## src/rtl/proc_ctrl_pkg.sv

```systemverilog
// Shared types and width helpers for the processor timestep controller.
package proc_ctrl_pkg;

  typedef enum logic [3:0] {
    OP_LD   = 4'd0,
    OP_CP   = 4'd1,
    OP_ADD  = 4'd2,
    OP_SUB  = 4'd3,
    OP_INV  = 4'd4,
    OP_FLP  = 4'd5,
    OP_AND  = 4'd6,
    OP_OR   = 4'd7,
    OP_XOR  = 4'd8,
    OP_LSL  = 4'd9,
    OP_LSR  = 4'd10,
    OP_ASR  = 4'd11,
    OP_ADDI = 4'd12,
    OP_SUBI = 4'd13,
    OP_ILL0 = 4'd14,
    OP_ILL1 = 4'd15
  } opcode_e;

  typedef enum logic [1:0] {
    S_IDLE = 2'd0,
    S_T1   = 2'd1,
    S_T2   = 2'd2,
    S_T3   = 2'd3
  } state_e;

  function automatic int ridxW(input int numRegs);
    return $clog2(numRegs);
  endfunction

  // Immediate occupies everything below Rx, so it overlaps Ry.
  function automatic int immW(input int dataW, input int numRegs);
    return dataW - 4 - ridxW(numRegs);
  endfunction

endpackage

```

## src/rtl/instr_field_decode.sv

```systemverilog
// Combinational split of the instruction register into opcode, register
// indices and immediate, plus opcode class flags.
module instr_field_decode
  import proc_ctrl_pkg::*;
#(
  parameter int DATA_W   = 10,
  parameter int NUM_REGS = 4,
  localparam int RIDX_W  = ridxW(NUM_REGS),
  localparam int IMM_W   = immW(DATA_W, NUM_REGS)
) (
  input  logic [DATA_W-1:0] i_ir,
  output opcode_e           o_opcode,
  output logic [RIDX_W-1:0] o_rx,
  output logic [RIDX_W-1:0] o_ry,
  output logic [IMM_W-1:0]  o_imm,
  output logic              o_isIllegal,
  output logic              o_isImm,
  output logic              o_isAlu
);

  logic [3:0] w_opBits;

  assign w_opBits    = i_ir[DATA_W-1 -: 4];
  assign o_opcode    = opcode_e'(w_opBits);
  assign o_rx        = i_ir[DATA_W-5 -: RIDX_W];
  assign o_ry        = i_ir[DATA_W-5-RIDX_W -: RIDX_W];
  assign o_imm       = i_ir[IMM_W-1:0];
  assign o_isIllegal = (w_opBits >= 4'd14);
  assign o_isImm     = (w_opBits == 4'd12) || (w_opBits == 4'd13);
  assign o_isAlu     = (w_opBits >= 4'd2) && (w_opBits <= 4'd13);

endmodule

```

## src/rtl/proc_control_fsm.sv

```systemverilog
// Clocked timestep controller: fetches an instruction under Run/Done,
// sequences register-file/ALU/bus enables and counts retired instructions.
module proc_control_fsm
  import proc_ctrl_pkg::*;
#(
  parameter int DATA_W   = 10,
  parameter int NUM_REGS = 4,
  parameter int CNT_W    = 16,
  localparam int RIDX_W  = ridxW(NUM_REGS),
  localparam int IMM_W   = immW(DATA_W, NUM_REGS)
) (
  input  logic              i_clock,
  input  logic              i_reset,
  input  logic              i_run,
  input  logic [DATA_W-1:0] i_externalData,
  output logic [DATA_W-1:0] o_immediateValue,
  output logic              o_immEnable,
  output logic [RIDX_W-1:0] o_registerToWrite,
  output logic [RIDX_W-1:0] o_registerToRead,
  output logic              o_writeEnable,
  output logic              o_readEnable,
  output logic              o_aluInputEnable,
  output logic              o_aluOutputEnable,
  output logic              o_aluToBusEnable,
  output logic [3:0]        o_aluControl,
  output logic              o_externalBusEnable,
  output logic              o_busy,
  output logic              o_done,
  output logic              o_illegalOp,
  output logic [CNT_W-1:0]  o_instrCount
);

  state_e            r_state;
  logic [DATA_W-1:0] r_ir;
  logic [CNT_W-1:0]  r_instrCount;

  opcode_e           w_opcode;
  logic [RIDX_W-1:0] w_rx;
  logic [RIDX_W-1:0] w_ry;
  logic [IMM_W-1:0]  w_imm;
  logic              w_isIllegal;
  logic              w_isImm;
  logic              w_isAlu;

  instr_field_decode #(
    .DATA_W   (DATA_W),
    .NUM_REGS (NUM_REGS)
  ) u_decode (
    .i_ir        (r_ir),
    .o_opcode    (w_opcode),
    .o_rx        (w_rx),
    .o_ry        (w_ry),
    .o_imm       (w_imm),
    .o_isIllegal (w_isIllegal),
    .o_isImm     (w_isImm),
    .o_isAlu     (w_isAlu)
  );

  always_ff @(posedge i_clock) begin
    if (i_reset) begin
      r_state      <= S_IDLE;
      r_ir         <= '0;
      r_instrCount <= '0;
    end else begin
      case (r_state)
        S_IDLE: begin
          if (i_run) begin
            r_ir    <= i_externalData;
            r_state <= S_T1;
          end
        end
        S_T1: begin
          if (w_isAlu) begin
            r_state <= S_T2;
          end else begin
            r_state <= S_IDLE;
            if (!w_isIllegal) r_instrCount <= r_instrCount + CNT_W'(1);
          end
        end
        S_T2: r_state <= S_T3;
        S_T3: begin
          r_state      <= S_IDLE;
          r_instrCount <= r_instrCount + CNT_W'(1);
        end
        default: r_state <= S_IDLE;
      endcase
    end
  end

  // Reset gates every strobe so an aborted instruction can never write.
  always_comb begin
    o_immediateValue    = '0;
    o_immEnable         = 1'b0;
    o_registerToWrite   = '0;
    o_registerToRead    = '0;
    o_writeEnable       = 1'b0;
    o_readEnable        = 1'b0;
    o_aluInputEnable    = 1'b0;
    o_aluOutputEnable   = 1'b0;
    o_aluToBusEnable    = 1'b0;
    o_aluControl        = 4'd0;
    o_externalBusEnable = 1'b0;
    o_busy              = 1'b0;
    o_done              = 1'b0;
    o_illegalOp         = 1'b0;
    if (!i_reset) begin
      o_busy = (r_state != S_IDLE);
      case (r_state)
        S_IDLE: o_externalBusEnable = i_run;
        S_T1: begin
          if (w_isIllegal) begin
            o_illegalOp = 1'b1;
            o_done      = 1'b1;
          end else if (w_opcode == OP_LD) begin
            o_externalBusEnable = 1'b1;
            o_writeEnable       = 1'b1;
            o_registerToWrite   = w_rx;
            o_done              = 1'b1;
          end else if (w_opcode == OP_CP) begin
            o_readEnable      = 1'b1;
            o_registerToRead  = w_ry;
            o_writeEnable     = 1'b1;
            o_registerToWrite = w_rx;
            o_done            = 1'b1;
          end else begin
            o_readEnable     = 1'b1;
            o_registerToRead = w_rx;
            o_aluInputEnable = 1'b1;
          end
        end
        S_T2: begin
          o_aluOutputEnable = 1'b1;
          if (w_isImm) begin
            o_immEnable      = 1'b1;
            o_immediateValue = {{(DATA_W-IMM_W){1'b0}}, w_imm};
            o_aluControl     = (w_opcode == OP_ADDI) ? 4'(OP_ADD) : 4'(OP_SUB);
          end else begin
            o_readEnable     = 1'b1;
            o_registerToRead = w_ry;
            o_aluControl     = w_opcode;
          end
        end
        S_T3: begin
          o_aluToBusEnable  = 1'b1;
          o_writeEnable     = 1'b1;
          o_registerToWrite = w_rx;
          o_done            = 1'b1;
        end
        default: ;
      endcase
    end
  end

  assign o_instrCount = r_instrCount;

endmodule

```

## config.mk

```make
export PLATFORM = sky130hd
export DESIGN_NAME = proc_control_fsm
export DESIGN_NICKNAME = d
export VERILOG_FILES = /design/src/rtl/proc_ctrl_pkg.sv /design/src/rtl/instr_field_decode.sv /design/src/rtl/proc_control_fsm.sv
export SDC_FILE = /design/constraint.sdc
export NUM_CORES = 1
export LEC_CHECK = 0
export BUFFER_PORTS_ARGS = -buffer_cell sky130_fd_sc_hd__buf_2
export CAP_MARGIN = 25
export CORE_ASPECT_RATIO = 1.75
export CORE_UTILIZATION = 40
export CTS_BUF_LIST = sky130_fd_sc_hd__clkbuf_4 sky130_fd_sc_hd__clkbuf_8 sky130_fd_sc_hd__clkbuf_16
export DETAILED_ROUTE_END_ITERATION = 6
export PLACE_DENSITY = 0.66
export SLEW_MARGIN = 20
export SYNTH_ARGS = -nofsm -noshare
export SYNTH_HDL_FRONTEND = slang
export SYNTH_HIERARCHICAL = 1
export SYNTH_SLANG_ARGS = --single-unit
```

## constraint.sdc

```tcl
create_clock -name i_clock -period 5.2 [get_ports i_clock]
set_input_delay 0.26 -clock i_clock [delete_from_list [all_inputs] [get_ports i_clock]]
set_output_delay 0.26 -clock i_clock [all_outputs]
set_load 0.02 [all_outputs]
```

==> impl_metrics.ini <==
[run_status]
status = finished clean

[critical_path]
cp_num_buf_inv = 1
critical-path-max-stage-delay_ns = 0.45
arrival_ns = 1.89
cp.required_ns = 4.94
critPathKind = flop to primary output
critPathMaxFanout = 8
cp-end-kind = primary output
crit_slowest_cell = dfxtp_1
cp-start-kind = flop
cp_top_family = simple AND/OR/NAND/NOR gates
crit_chain = and3_4 > and2b_1 > a32o_1 > a22oi_1 > nor2_1 > buf_2

[finish]
regArea_um2 = 561
design_area_mm2 = 0.00192
area_delta_synth_final_pct = 14.5
final_core_util_pct = 48.6
n_fill_cell = 430
fin_nets = 267
antenna_cells = 0
multi_input_area_um2 = 947
drive_gt1_share_pct = 24.2

[yosys]
synth-seq-cells = 28
synth_cell_types = 41
synth_adder_area_share_pct = 3.74
synthCells = 213
synth_commonest_cells = dfxtp_1 (28), nand2_1 (28), a21oi_1 (23)
synthMuxAreaShare_pct = 0
yosysWarnings = 6
syn-cell-area_mm2 = 0.00167
synth_area_per_cell_um2 = 7.85
synth_compound_area_share_pct = 16.8
synthArstFlopShare_pct = 0
synth_edf_count = 0
synth_top_area_cell = dfxtp_1
yosys.area_share.simple_pct = 30.5
synthXorXnorAreaFrac_pct = 4.19
synth_area_leaders = dfxtp_1 (34%), buf_4 (8.1%), a21oi_1 (6.9%)
ys.flop_type = dfxtp_1
synth_top_family_by_area = simple AND/OR/NAND/NOR gates
synth_seq_area_share_pct = 33.5
synth.top_cell.area_share_pct = 33.5

[clock_network]
numCtsBuffers = 3
clock_path_buffers = 2
ctsHoldBuffers = 0
cts_tree = yes
cts-resized-gates = 0
clkSinkCount = 28
clkSlewWorstSetupHoldPaths_ns = 0.09
htree_levels = 1
cts-root-buf = clkbuf_8
cts_setup_buffers = 0
clk_latency_ns = 0.27

[power]
peakVddDrop_mv = 0.166
p_leak_nw = 0.853
pwr_density_cell_mw_per_mm2 = 246

[sta]
whs_ns = 0.218
drv_slew = 0
layout_min_cycle_time_ns = 2.15
tns_ns = 0
fmax_mhz = 464
fin_crit_sh_pct = 41.4
tightest_slew_ns = 0.622
final-setup-viol-count = 0
clock_skew_ns = 0.00167
rsz0062_at_grt = no
hold_viol_final = 0
relSlewSlack_pct = 58.2

[hold_path]
hold_class = primary input to flop

[drt]
dr_total_vias = 1510
drcViolationCount = 0
first_pass_iters = 4
drt-wirelength-per-cell_um = 12.4
wl_met3_um = 122
drtIter0Drc = 22
ant_nets = 0
vias_per_cell = 5.10
top_layer = met4
wl_mm = 3.68
met2WireLength_mm = 1.93
wl_met1_mm = 1.58

[floorplanning]
core.rowCount = 30
core-area_mm2 = 0.00394
start_util_pct = 42.4
die_h_um = 87.6
dieArea_mm2 = 0.00445
io_pins = 57
die_w_um = 50.9

[global_routing]
grtUsageTotal_pct = 17.6
grt_pass1_wl_mm = 6.11
grt_pass1_vias = 1424
antenna_found_initial = 0
grt.overflow.total = 0
grt_start_max_net_pins = 35

[place]
gp_congestion = 0.817
port-buffer-count = 50
hpwlAfterDp_mm = 2.76
post_dp_cell_area_mm2 = 0.00184

[job]
drv_cap = 0
[state kept, by name, indices dropped and copies added, names as in the netlist, named ones only]
| register | cells |
|---|---|
| o_instrCount | 16 |
| r_ir | 10 |
| r_state | 1 |
[per-stage QoR]
stage | std cells | total power [mW] | setup slack (ns)
global route | 296 | 0.493 | 2.90
CTS | 296 | 0.479 | 3.03
floorplan | 218 | 0.300 | 3.40
detailed placement | 292 | 0.309 | 3.20
finish | 296 | 0.471 | 3.05
global placement | 292 | 0.309 | 3.24
[path summary, 6_finish.rpt]
kind | start | end | slack, ns | cells past startpoint
setup / recovery | r_ir[8] | o_registerToRead[0] | 3.05 | 6
hold reg to reg | r_ir[0] | r_ir[0] | 0.45 | 2
hold / removal | i_externalData[0] | r_ir[0] | 0.22 | 3
setup reg to reg | r_ir[8] | o_instrCount[12] | 3.16 | 6
[cells by family after synthesis]
| family | Yosys count |
|---|---|
| other cells | 1 |
| fa+ha+maj | 5 |
| compound gates | 46 |
| simple gates | 94 |
| xor+xnor | 8 |
| flops | 28 |
| buf+inv | 31 |
[area by class of cell]
type                       count  share of cell area (%)
multi-input combinational    159                    49.4
sequential                    28                    29.3
timing repair buffer          50                    13.1
tap                           48                    3.14
clock buffer                   3                    2.16
clock inverter                 1                    1.57
inverter                       7                    1.37
[worst reg2reg max path, cell delays in order, from the launching register on]
cell,delay [ns]
dfxtp_1,0.45
and3_4,0.29
nor2_2,0.08
nor3b_4,0.34
o21ai_2,0.14
or4_1,0.52
a21oi_1,0.14
[where the power goes]
group          switching [mW]  internal [mW]  total (mW)
combinational          0.0462         0.0252      0.0715
sequential            0.00900          0.223       0.232
clock                  0.0646          0.103       0.168
total                   0.120          0.351       0.471
[metal layers]
| metal | GRT usage, % | vias to the layer above |
|---|---|---|
| met4 | 6.82 | 0 |
| met2 | 33.5 | 42 |
| met5 | 0 | - |
| li1 | - | 789 |
| met1 | 19.8 | 675 |
| met3 | 1.39 | 4 |
[cells in the final DEF, fill, tap and decap left out, types with 6 or more instances in the layout]
cell     Yosys  routed
buf_2        0      50
inv_1        7       7
nor2b_1      6       6
and3_1       7       7
conb_1       1       6
nand2_1     28      28
xor2_1       6       6
dfxtp_1     28      28
a21oi_1     23      23
nor2_1      22      22
No activity file was read; power rests on OpenSTA's default activity.
